File: config.mk
export PLATFORM = sky130hd
export DESIGN_NAME = cnn_mac_seq
export DESIGN_NICKNAME = d
export VERILOG_FILES = /design/src/rtl/cnn_mac_pkg.sv /design/src/rtl/cnn_mac_mul_reg.sv /design/src/rtl/cnn_mac_seq.sv
export SDC_FILE = /design/constraint.sdc
export NUM_CORES = 1
export LEC_CHECK = 0
export ABC_AREA = 0
export BUFFER_PORTS_ARGS = -buffer_cell sky130_fd_sc_hd__buf_4
export CAP_MARGIN = 20
export CELL_PAD_IN_SITES_DETAIL_PLACEMENT = 1
export CELL_PAD_IN_SITES_GLOBAL_PLACEMENT = 2
export CORE_ASPECT_RATIO = 1.25
export CORE_MARGIN = 2
export CORE_UTILIZATION = 39
export CTS_CLUSTER_DIAMETER = 200
export CTS_CLUSTER_SIZE = 28
export DETAILED_ROUTE_END_ITERATION = 12
export GPL_ROUTABILITY_DRIVEN = 0
export PLACE_DENSITY_LB_ADDON = 0.1
export REMOVE_ABC_BUFFERS = 1
export SETUP_SLACK_MARGIN = 0.02
export SYNTH_ARGS = -nofsm -noshare
export SYNTH_HDL_FRONTEND = slang
export SYNTH_SLANG_ARGS = --single-unit
File: constraint.sdc
create_clock -name ap_clk -period 3 [get_ports ap_clk]
set_input_delay 0.3 -clock ap_clk [delete_from_list [all_inputs] [get_ports ap_clk]]
set_output_delay 0.3 -clock ap_clk [all_outputs]
set_load 0.03 [all_outputs]
File: src/rtl/cnn_mac_pkg.sv
// rtl/cnn_mac_pkg.sv - shared widths and FSM encoding for the sequential MAC
package cnn_mac_pkg;

    localparam int CNN_A_W   = 14;
    localparam int CNN_B_W   = 8;
    localparam int CNN_LEN_W = 8;
    localparam int CNN_ACC_W = CNN_A_W + CNN_B_W + CNN_LEN_W;

    typedef enum logic [1:0] {
        ST_IDLE  = 2'd0,
        ST_RUN   = 2'd1,
        ST_DRAIN = 2'd2,
        ST_DONE  = 2'd3
    } mac_state_t;

endpackage

File: src/rtl/cnn_mac_mul_reg.sv
// rtl/cnn_mac_mul_reg.sv - registered signed multiplier with enable and valid flag
module cnn_mac_mul_reg
    import cnn_mac_pkg::*;
#(
    parameter int A_W = CNN_A_W,
    parameter int B_W = CNN_B_W,
    parameter int P_W = A_W + B_W
) (
    input  logic                  ap_clk,
    input  logic                  ap_rst,
    input  logic                  en,
    input  logic signed [A_W-1:0] a,
    input  logic signed [B_W-1:0] b,
    output logic signed [P_W-1:0] p,
    output logic                  p_vld
);

    logic signed [P_W-1:0] p_d, p_q;
    logic                  p_vld_d, p_vld_q;

    // Capture the full-precision product only on an accepted pair; flag it for one cycle
    always_comb begin
        p_d     = p_q;
        p_vld_d = en;
        if (en) begin
            p_d = P_W'(a) * P_W'(b);
        end
    end

    // Product and valid registers
    always_ff @(posedge ap_clk or posedge ap_rst) begin
        if (ap_rst) begin
            p_q     <= '0;
            p_vld_q <= 1'b0;
        end else begin
            p_q     <= p_d;
            p_vld_q <= p_vld_d;
        end
    end

    assign p     = p_q;
    assign p_vld = p_vld_q;

endmodule

File: src/rtl/cnn_mac_seq.sv
// rtl/cnn_mac_seq.sv - sequential dot-product engine: FSM, tap counter, accumulator
module cnn_mac_seq
    import cnn_mac_pkg::*;
#(
    parameter int A_W   = CNN_A_W,
    parameter int B_W   = CNN_B_W,
    parameter int LEN_W = CNN_LEN_W,
    parameter int ACC_W = A_W + B_W + LEN_W
) (
    input  logic                    ap_clk,
    input  logic                    ap_rst,
    input  logic                    start,
    input  logic [LEN_W-1:0]        len,
    output logic                    idle,
    input  logic                    in_valid,
    output logic                    in_ready,
    input  logic signed [A_W-1:0]   a_data,
    input  logic signed [B_W-1:0]   b_data,
    output logic                    out_valid,
    input  logic                    out_ready,
    output logic signed [ACC_W-1:0] acc_out
);

    localparam int P_W = A_W + B_W;

    mac_state_t              state_d, state_q;
    logic [LEN_W-1:0]        cnt_d, cnt_q;
    logic [LEN_W-1:0]        len_d, len_q;
    logic signed [ACC_W-1:0] acc_d, acc_q;
    logic signed [P_W-1:0]   p_reg;
    logic                    p_vld;
    logic                    accept;
    logic [LEN_W-1:0]        cnt_inc;

    assign accept  = in_valid && in_ready;
    assign cnt_inc = cnt_q + LEN_W'(1);

    cnn_mac_mul_reg #(
        .A_W (A_W),
        .B_W (B_W),
        .P_W (P_W)
    ) u_mul (
        .ap_clk (ap_clk),
        .ap_rst (ap_rst),
        .en     (accept),
        .a      (a_data),
        .b      (b_data),
        .p      (p_reg),
        .p_vld  (p_vld)
    );

    // Next-state, counter, accumulator and handshake outputs
    always_comb begin
        state_d   = state_q;
        cnt_d     = cnt_q;
        len_d     = len_q;
        acc_d     = acc_q;
        idle      = 1'b0;
        in_ready  = 1'b0;
        out_valid = 1'b0;

        // A registered product is folded in the cycle after its multiply
        if (p_vld) begin
            acc_d = acc_q + ACC_W'(p_reg);
        end

        case (state_q)
            ST_IDLE: begin
                idle = 1'b1;
                if (start) begin
                    acc_d = '0;
                    cnt_d = '0;
                    if (len != '0) begin
                        len_d   = len;
                        state_d = ST_RUN;
                    end else begin
                        state_d = ST_DONE;
                    end
                end
            end
            ST_RUN: begin
                in_ready = 1'b1;
                if (accept) begin
                    cnt_d = cnt_inc;
                    if (cnt_inc == len_q) begin
                        state_d = ST_DRAIN;
                    end
                end
            end
            ST_DRAIN: begin
                // Last product lands in the accumulator this cycle
                state_d = ST_DONE;
            end
            ST_DONE: begin
                out_valid = 1'b1;
                if (out_ready) begin
                    state_d = ST_IDLE;
                end
            end
            default: begin
                state_d = ST_IDLE;
            end
        endcase
    end

    // State, counter, latched length and accumulator registers
    always_ff @(posedge ap_clk or posedge ap_rst) begin
        if (ap_rst) begin
            state_q <= ST_IDLE;
            cnt_q   <= '0;
            len_q   <= '0;
            acc_q   <= '0;
        end else begin
            state_q <= state_d;
            cnt_q   <= cnt_d;
            len_q   <= len_d;
            acc_q   <= acc_d;
        end
    end

    assign acc_out = acc_q;

endmodule

# Word-level counts from Yosys, hierarchy flattened
# Cells that the tools add are included.
word_totals:
  register_bits: 71
  out_inout_bits: 33
  word_cells: 39
  input_bits: 35
op_classes:
  addsub: 2
  n_eq_ne: 8
  n_reduce_logical: 7
  mul: 1
  muxes: 15
ops:
  columns: ["op", "count"]
  rows:
  - ["$mux 30", 3]
  - ["$add 30x22->30", 1]
  - ["$mul 14x8->22", 1]
  - ["$mux 8", 2]
  - ["$pmux 8 s2", 1]
  - ["$mux 2", 5]
  - ["$add 8x1->8 const B", 1]
  - ["$eq 8x8->1", 1]
  - ["$pmux 2 s4", 1]
  - ["$reduce_bool 8->1", 1]
  - ["$ne 2x2->1 const B", 3]
  - ["$reduce_and 3->1", 2]
  - ["$eq 2x2->1 const B", 2]
  - ["$reduce_and 4->1", 1]
  - ["$mux 1", 3]
  - ["$eq 2x1->1 const B", 1]
  - ["$logic_not 2->1", 1]
  - ["$ne 2x1->1 const B", 1]
  - ["$reduce_bool 2->1", 1]
  - ["$logic_and 1x1->1", 1]

# Depth between registers and ports, before layout
# Gate-level depths: netlist (run 1).
logic_depth:
  word_depth: 5
  ltp_mapped: 20
  ltp_nobuf: 19

# Cells and area by module
# From an unflattened synthesis (run 1), not the netlist that was laid out.
unflattened:
  hier_cells: 984
  hier_area_um2: 8834.7
modules_own_cells:
  columns: ["mod", "cells_each", "seq_area_each_um2", "area_per_inst_um2", "instances"]
  rows:
  - ["cnn_mac_mul_reg", 541, 575.6, 4989.8, 1]
  - ["cnn_mac_seq", 443, 1201.2, 3844.9, 1]

# Worst setup path before layout (run 1)
# OpenSTA, ideal clock, no wires.
synth_path:
  kind: "input -> register"
  from: "in b_data[7]"
  to: "reg u_mul.p_q[18] (netlist: u_mul.p[18])"
  t_arrival_ns: 4.973
  setup_ns: 0.131
  stages: 17
  n_path_buf: 1
  path_slack_ns: -2.104
  required_time_ns: 2.869
  cell_sequence: "inv_1 clkbuf_1 nor2_1 fa_1 fa_1 fa_1 inv_1 fa_1 inv_1 ha_1 and2_1 a22o_1 o41a_1 a311o_1 a31oi_1 mux2i_1 or3_1"
synth_between:
  elab_chain_cells: 1
synth_lines:
  columns: ["item", "line", "rtl"]
  rows:
  - ["start: declaration", "cnn_mac_seq.sv:18", "input logic signed [B_W-1:0] b_data,"]
  - ["$mul 14x8->22", "cnn_mac_mul_reg.sv:26", "p_d = P_W'(a) * P_W'(b);"]
  - ["end signal: assignment", "cnn_mac_mul_reg.sv:36", "p_q <= p_d;"]
  - ["end: declaration", "cnn_mac_mul_reg.sv:18", "logic signed [P_W-1:0] p_d, p_q;"]
# No other way between the ends.
# A chain may end at the register's enable or synchronous reset.

# Final worst setup path (run 1)
layout_path:
  from: "in b_data[4]"
  to: "reg u_mul.p_q[18] (netlist: u_mul.p[18])"
# Same word-level chain as after synthesis.

==> metrics.cfg, run 1 <==
[outcome]
status=finished, violations left
violations=setup timing

[final_layout]
n_antenna_cell=0
final_common_cell=buf_4
stdcell_area_sq_um=11300
nNetsFinal=1351
final_core_util=0.526
largest_register_ffs=30
final_cell_mix=179 x buf_4, 108 x inv_1, 84 x fa_1
layout-drive-gt1-share=0.295
fin_cells=1433
fill_cells=2518
synthToLayoutAreaGrowth_pct=32.6

[detailed_routing]
viasPerCell=5.07
drt-initial-drc-count=178
firstDrtPassIters=4
postRouteAntennaNets=0
wirelength_um=23300
drcViolationCount=0
drt-wirelength-per-cell_um=16.2
vias=7267

[floorplan]
dieArea_sq_um=23000
std_cell_rows=60
die-width_um=136
io_pins=68
die_h_um=169
start_util=0.397
core_sq_um=21500

[global_routing]
antenna_found_initial=0
grt_pass1_vias=7893
grt-ovfl-total=0
grt_max_degree=42
grt_use_total=0.210
grt_pass1_wl_um=38800

[sta]
timing.final.crit_share=1.43
slew_headroom=0.525
max_freq_mhz=232
setup_ws_ps=-1300
hold_viol_final=0
min_period_ps=4300
worst_slew_pin_slew_ps=712
finalSetupViolCount=15
clock_skew_ps=11.2
slew_viol_final=0
rsz0062_at_grt=yes

[logic_synthesis]
yosysUniqueCellTypes=56
synth_flop_cell=dfrtp_1
netlist_area_sq_um=8520
synth_seq_cells=71
yosys.area.top_type=fa_1
ys_seq_area_frac=0.209
synth_top_cell_area_share=0.216
synthTopCellsByArea=fa_1 22%, dfrtp_1 21%, ha_1 11%
synthCells=961
synth_async_sr_flop_share=1.00
synth_edf_count=0
yosys_warnings=0
syn_avg_cell_area_sq_um=8.86

[pwr]
peakVddDrop_uv=414
power_uw=11800
p_leak_uw=0.00548
power_density_nw_per_um2=1050

[critical_path]
r2r-start=u_mul.p[0]$_DFFE_PP0P_
worstSetupPathType=input port to register
critPathRequiredTime_ps=3220
crit_path_start=b_data[4]
crit_path_max_fanout=9
endpoint_kind=register
arrival_ps=4520
start_kind=input port

[clock_network]
htree_levels=3
root_buffer=clkbuf_16
clock_latency_ps=340
clock_sinks=71
clk_pin_slew_ps=60
cts_buffers=9
tritoncts=built
clk_path_buf_depth=2

[worst_hold_path]
hold_path_class=input port to async pin

[placed_design]
place_area_sq_um=10200
io_buffers=67
hpwl_um=19000
dp.cells=1406

[run]
maxCapViolations=0

what timing repair did:
item,4_1_cts,5_1_grt
hold buffers,0,0
buffers inserted,7,3
pin swaps,71,42
setup endpoints to repair,26,26
cloned,1,0
resized for setup,106,59
routing by layer:
layer  routed length, um  part of all wire  vias to the layer above  global-route usage
met2               12700              0.55                       68               0.407
met3                 338             0.015                       19              0.0158
met5                   0                 0                        -                   0
li1                    -                 -                     3563                   -
met4                 410             0.018                        0              0.0589
met1                9790              0.42                     3617               0.243
final timing paths:
check | depth (start not counted) | slack, ps | end
setup / recovery | 16 | -1300 | u_mul.p[18]$_DFFE_PP0P_
hold / removal | 2 | 80 | len_q[5]$_DFFE_PP0P_
setup reg to reg | 13 | 50 | acc_out[26]$_DFF_PP0_
hold reg to reg | 2 | 480 | u_mul.p[8]$_DFFE_PP0P_
max in group asynchronous | 3 | 2220 | acc_out[6]$_DFF_PP0_
min in group ap_clk | 3 | 180 | len_q[3]$_DFFE_PP0P_
power by group:
part | total [uW] | switching [uW] | internal [uW]
Sequential | 1740 | 364 | 1380
Clock | 1130 | 436 | 695
Combinational | 8970 | 4680 | 4280
metrics by stage:
step | TNS, ps | hold WS (ps) | worst slack [ps]
after floorplan | -18960 | 413 | -1950
after global placement | -24900 | 466 | -1970
after detailed placement | -25840 | 476 | -2060
after CTS | -14160 | 107 | -1400
after global routing | -16120 | 137 | -1460
final | -13500 | 80.2 | -1300
logic make-up after synthesis:
family,Yosys count,synth area share
buf+inv,161,0.0712
simple gates,299,0.174
mux,26,0.0320
fa+ha+maj,167,0.326
flops,71,0.209
xor+xnor,49,0.0504
compound gates,188,0.138
synth_stat cells, types with 23 or more instances:
cell and count:
inv_1 132, xor2_1 23, dfrtp_1 71, xnor2_1 26
clkbuf_1 25, o21ai_0 59, fa_1 92, and2_1 75
nand2_1 87, a21oi_1 38, ha_1 75, nor2_1 68
cell type report:
class | instances | area (sq um) | area share
repair buffers | 205 | 1720 | 0.152
flip-flops and latches | 71 | 1780 | 0.157
clock inverters | 5 | 63.8 | 0.00565
well taps | 279 | 349 | 0.0309
multi-input cells | 729 | 6620 | 0.586
clock buffers | 11 | 253 | 0.0224
inverters | 133 | 512 | 0.0453
critical path: stages:
cell and delay [ps]:
buf_12 120, and2_4 160, fa_1 500, fa_1 520, fa_1 520, inv_2 40, fa_1 490, inv_2 50
ha_4 210, and2_4 130, a22o_1 210, o41a_1 350, a311o_1 360, a31oi_1 180, mux2i_1 90, or3_1 300
Power figures use the tool's default switching activity.
==> run 2, diff against run 1 <==
Settings changed: ABC_AREA 0 to 1, CORE_UTILIZATION 39 to 38.
Clock period 3 ns to 5.2 ns, I/O delays scaled along.
==> run 2 against run 1 <==
Against the previous run: the run now ends clean; clock skew shrank 3.5 ps; synthesized cell count grew 40%; final cell count grew 20%; non-clock buffer count shrank 135; clock-buffer cell count grew 1; first-iteration DRC count grew 21%; clock power shrank 46%; global-route usage grew 0.45 points; die area grew 12%; sequential power shrank 41%; critical path type unchanged; largest cell class unchanged.
==> metrics.cfg, run 2 <==
[critical_path]
timing.critical_path.mode_cell=fa_1
crit_path_max_fanout=8
crit_slowest_cell=fa_1
cp_cell_sequence=buf_4 -> or2_2 -> fa_1 -> fa_1 -> inv_1 -> fa_1 -> inv_1 -> fa_1 -> inv_1 -> ha_1 -> a21oi_1 -> nand2_1 -> a21boi_1 -> o21ai_1 -> nand3_1 -> nand3b_1 -> nand3_1 -> nand2_1
critPathRequiredTime_ps=5430
arrival_ps=4630
endpoint_kind=register
worstSetupPathType=input port to register
critPathMaxStageDelay_ps=550
start_kind=input port

[clock_network]
root_buffer=clkbuf_16
clk_pin_slew_ps=60
clock_sinks=71
tritoncts=built
clock_latency_ps=350
htree_levels=3
clk_path_buf_depth=2
cts_buffers=9
postCtsSetupBuffers=0
hold_buffers=0
cts-resized-gates=0

[detailed_routing]
postRouteAntennaNets=0
drt-wirelength-per-cell_um=15.1
firstDrtPassIters=4
vias=8291
drt-initial-drc-count=216
drcViolationCount=0
viasPerCell=4.81
wirelength_um=26100

[worst_hold_path]
hold_path_class=input port to async pin

[global_routing]
antenna_found_initial=0
grt_use_total=0.214
grt-ovfl-total=0
grt_pass1_wl_um=43500
grt_max_degree=59
grt_pass1_vias=8984

[logic_synthesis]
yosysUniqueCellTypes=42
synthTopCellsByArea=fa_1 20%, dfrtp_1 19%, nand2_1 14%
yosys.area.top_type=fa_1
synth_seq_cells=71
post-synth-top-count-cell=nand2_1
synth_async_sr_flop_share=1.00
synth_top_cell_area_share=0.197
synth_edf_count=0
netlist_area_sq_um=9340
ys_seq_area_frac=0.190
yosys_warnings=0
syn_avg_cell_area_sq_um=6.96
synth_flop_cell=dfrtp_1
ys_top_cells_by_count=340 x nand2_1, 311 x inv_1, 124 x nor2_1
synthCells=1342

[floorplan]
start_util=0.384
die_h_um=179
dieArea_sq_um=25900
die-width_um=144
core_sq_um=24300
io_pins=68
std_cell_rows=64

[pwr]
peakVddDrop_uv=197
p_leak_uw=0.00606
p_int_uw=2690
seqPwrFrac=0.170
power.switching_uw=3280
comb_power_share=0.728
power_density_nw_per_um2=573
sw_frac_of_total=0.550
clkPwrFrac=0.102

[final_layout]
synthToLayoutAreaGrowth_pct=11.5
fill_cells=3185
nNetsFinal=1589
n_antenna_cell=0
layout-drive-gt1-share=0.0805
largest_register_ffs=30
final_cell_mix=340 x nand2_1, 310 x inv_1, 124 x nor2_1
final_common_cell=nand2_1

[sta]
holdWs_ps=129
slew_headroom=0.408
tns_ps=0
min_period_ps=4410
clock_skew_ps=7.63
finalSetupViolCount=0
rsz0062_at_grt=no
slew_viol_final=0
timing.final.crit_share=0.847
hold_viol_final=0
worst_slew_pin_slew_ps=886
max_freq_mhz=227

[placed_design]
hpwl_um=22200
io_buffers=67

[outcome]
status=complete, no violations

[run]
maxCapViolations=0

-- run 2: cell count changes after synthesis, sizes merged, moves of 14 or more --
| cell | previous run | this run |
|---|---|---|
| nand4 | 4 | 18 |
| xor2 | 23 | 9 |
| xnor2 | 26 | 9 |
| inv | 132 | 311 |
| mux2i | 16 | 1 |
| nor2 | 68 | 128 |
| nand2 | 87 | 346 |
| and2 | 75 | 3 |
| a21oi | 38 | 53 |
| nand3 | 14 | 64 |
-- run 2: final cells by class --
type                    count  area [sq um]  area share
flip-flops and latches     71          1780       0.171
repair buffers             70           526      0.0505
multi-input cells         923          6240       0.599
clock buffers              12           256      0.0246
inverters                 312          1170       0.112
clock inverters             4          28.8     0.00276
well taps                 330           413      0.0397
-- run 2: per-layer routing --
layer,vias to the layer above,share of wire,global-route usage
li1,4171,-,-
met1,4014,0.41,0.233
met2,77,0.56,0.434
met3,29,0.012,0.0163
met4,0,0.021,0.0631
met5,-,0,0
-- run 2: critical path, delay by kind of cell --
family | cells | cell delay (ps)
AND/OR/NAND/NOR | 6 | 790
buffers and inverters | 4 | 280
AO/OA/AOI/OAI | 3 | 590
adder cells (fa/ha/maj) | 5 | 2450
-- run 2: worst paths after layout --
path	from	endpoint	slack [ps]	cells past startpoint
worst max-delay path	a_data[0]	u_mul.p[14]$_DFFE_PP0P_	790	18
worst min-delay path	ap_rst	acc_out[24]$_DFF_PP0_	130	2
worst max register to register	state_q[1]$_DFFE_PP0P_	cnt_q[1]$_DFFE_PP0P_	2050	8
worst min register to register	len_q[1]$_DFFE_PP0P_	len_q[1]$_DFFE_PP0P_	490	2
max in group asynchronous	ap_rst	u_mul.p[20]$_DFFE_PP0P_	3970	3
min in group ap_clk	start	acc_out[2]$_DFF_PP0_	370	2
-- run 2: power groups by stage --
stage / Clock (uW) / Combinational [uW] / Sequential (uW)
finish: 606 / 4350 / 1020
floorplan: 0 / 3020 / 1160
CTS: 626 / 4430 / 1020
global route: 647 / 5010 / 1050
detailed placement: 0 / 4400 / 1030
global placement: 0 / 4300 / 1020
-- run 2: cells by family after synthesis --
group / after synthesis / synth area share
AOI/OAI and AO/OA: 152 / 0.0914
xor gates and xnor gates: 18 / 0.0169
adders and majority gates: 167 / 0.298
buffers and inverters: 348 / 0.141
DFF: 71 / 0.190
muxes: 1 / 0.00107
and+or+nand+nor: 585 / 0.261
-- run 2: per-stage QoR --
| stage | util | std cells | cell area, sq um | setup slack (ps) | power (uW) |
|---|---|---|---|---|---|
| after floorplan | - | 1306 | 9190 | 681 | 4180 |
| after global placement | 0.416 | 1706 | 10100 | 493 | 5330 |
| after detailed placement | 0.416 | 1706 | 10100 | 396 | 5440 |
| after CTS | 0.428 | 1722 | 10400 | 762 | 6080 |
| after global routing | 0.428 | 1722 | 10400 | 493 | 6700 |
| final | 0.428 | 1722 | 10400 | 795 | 5970 |
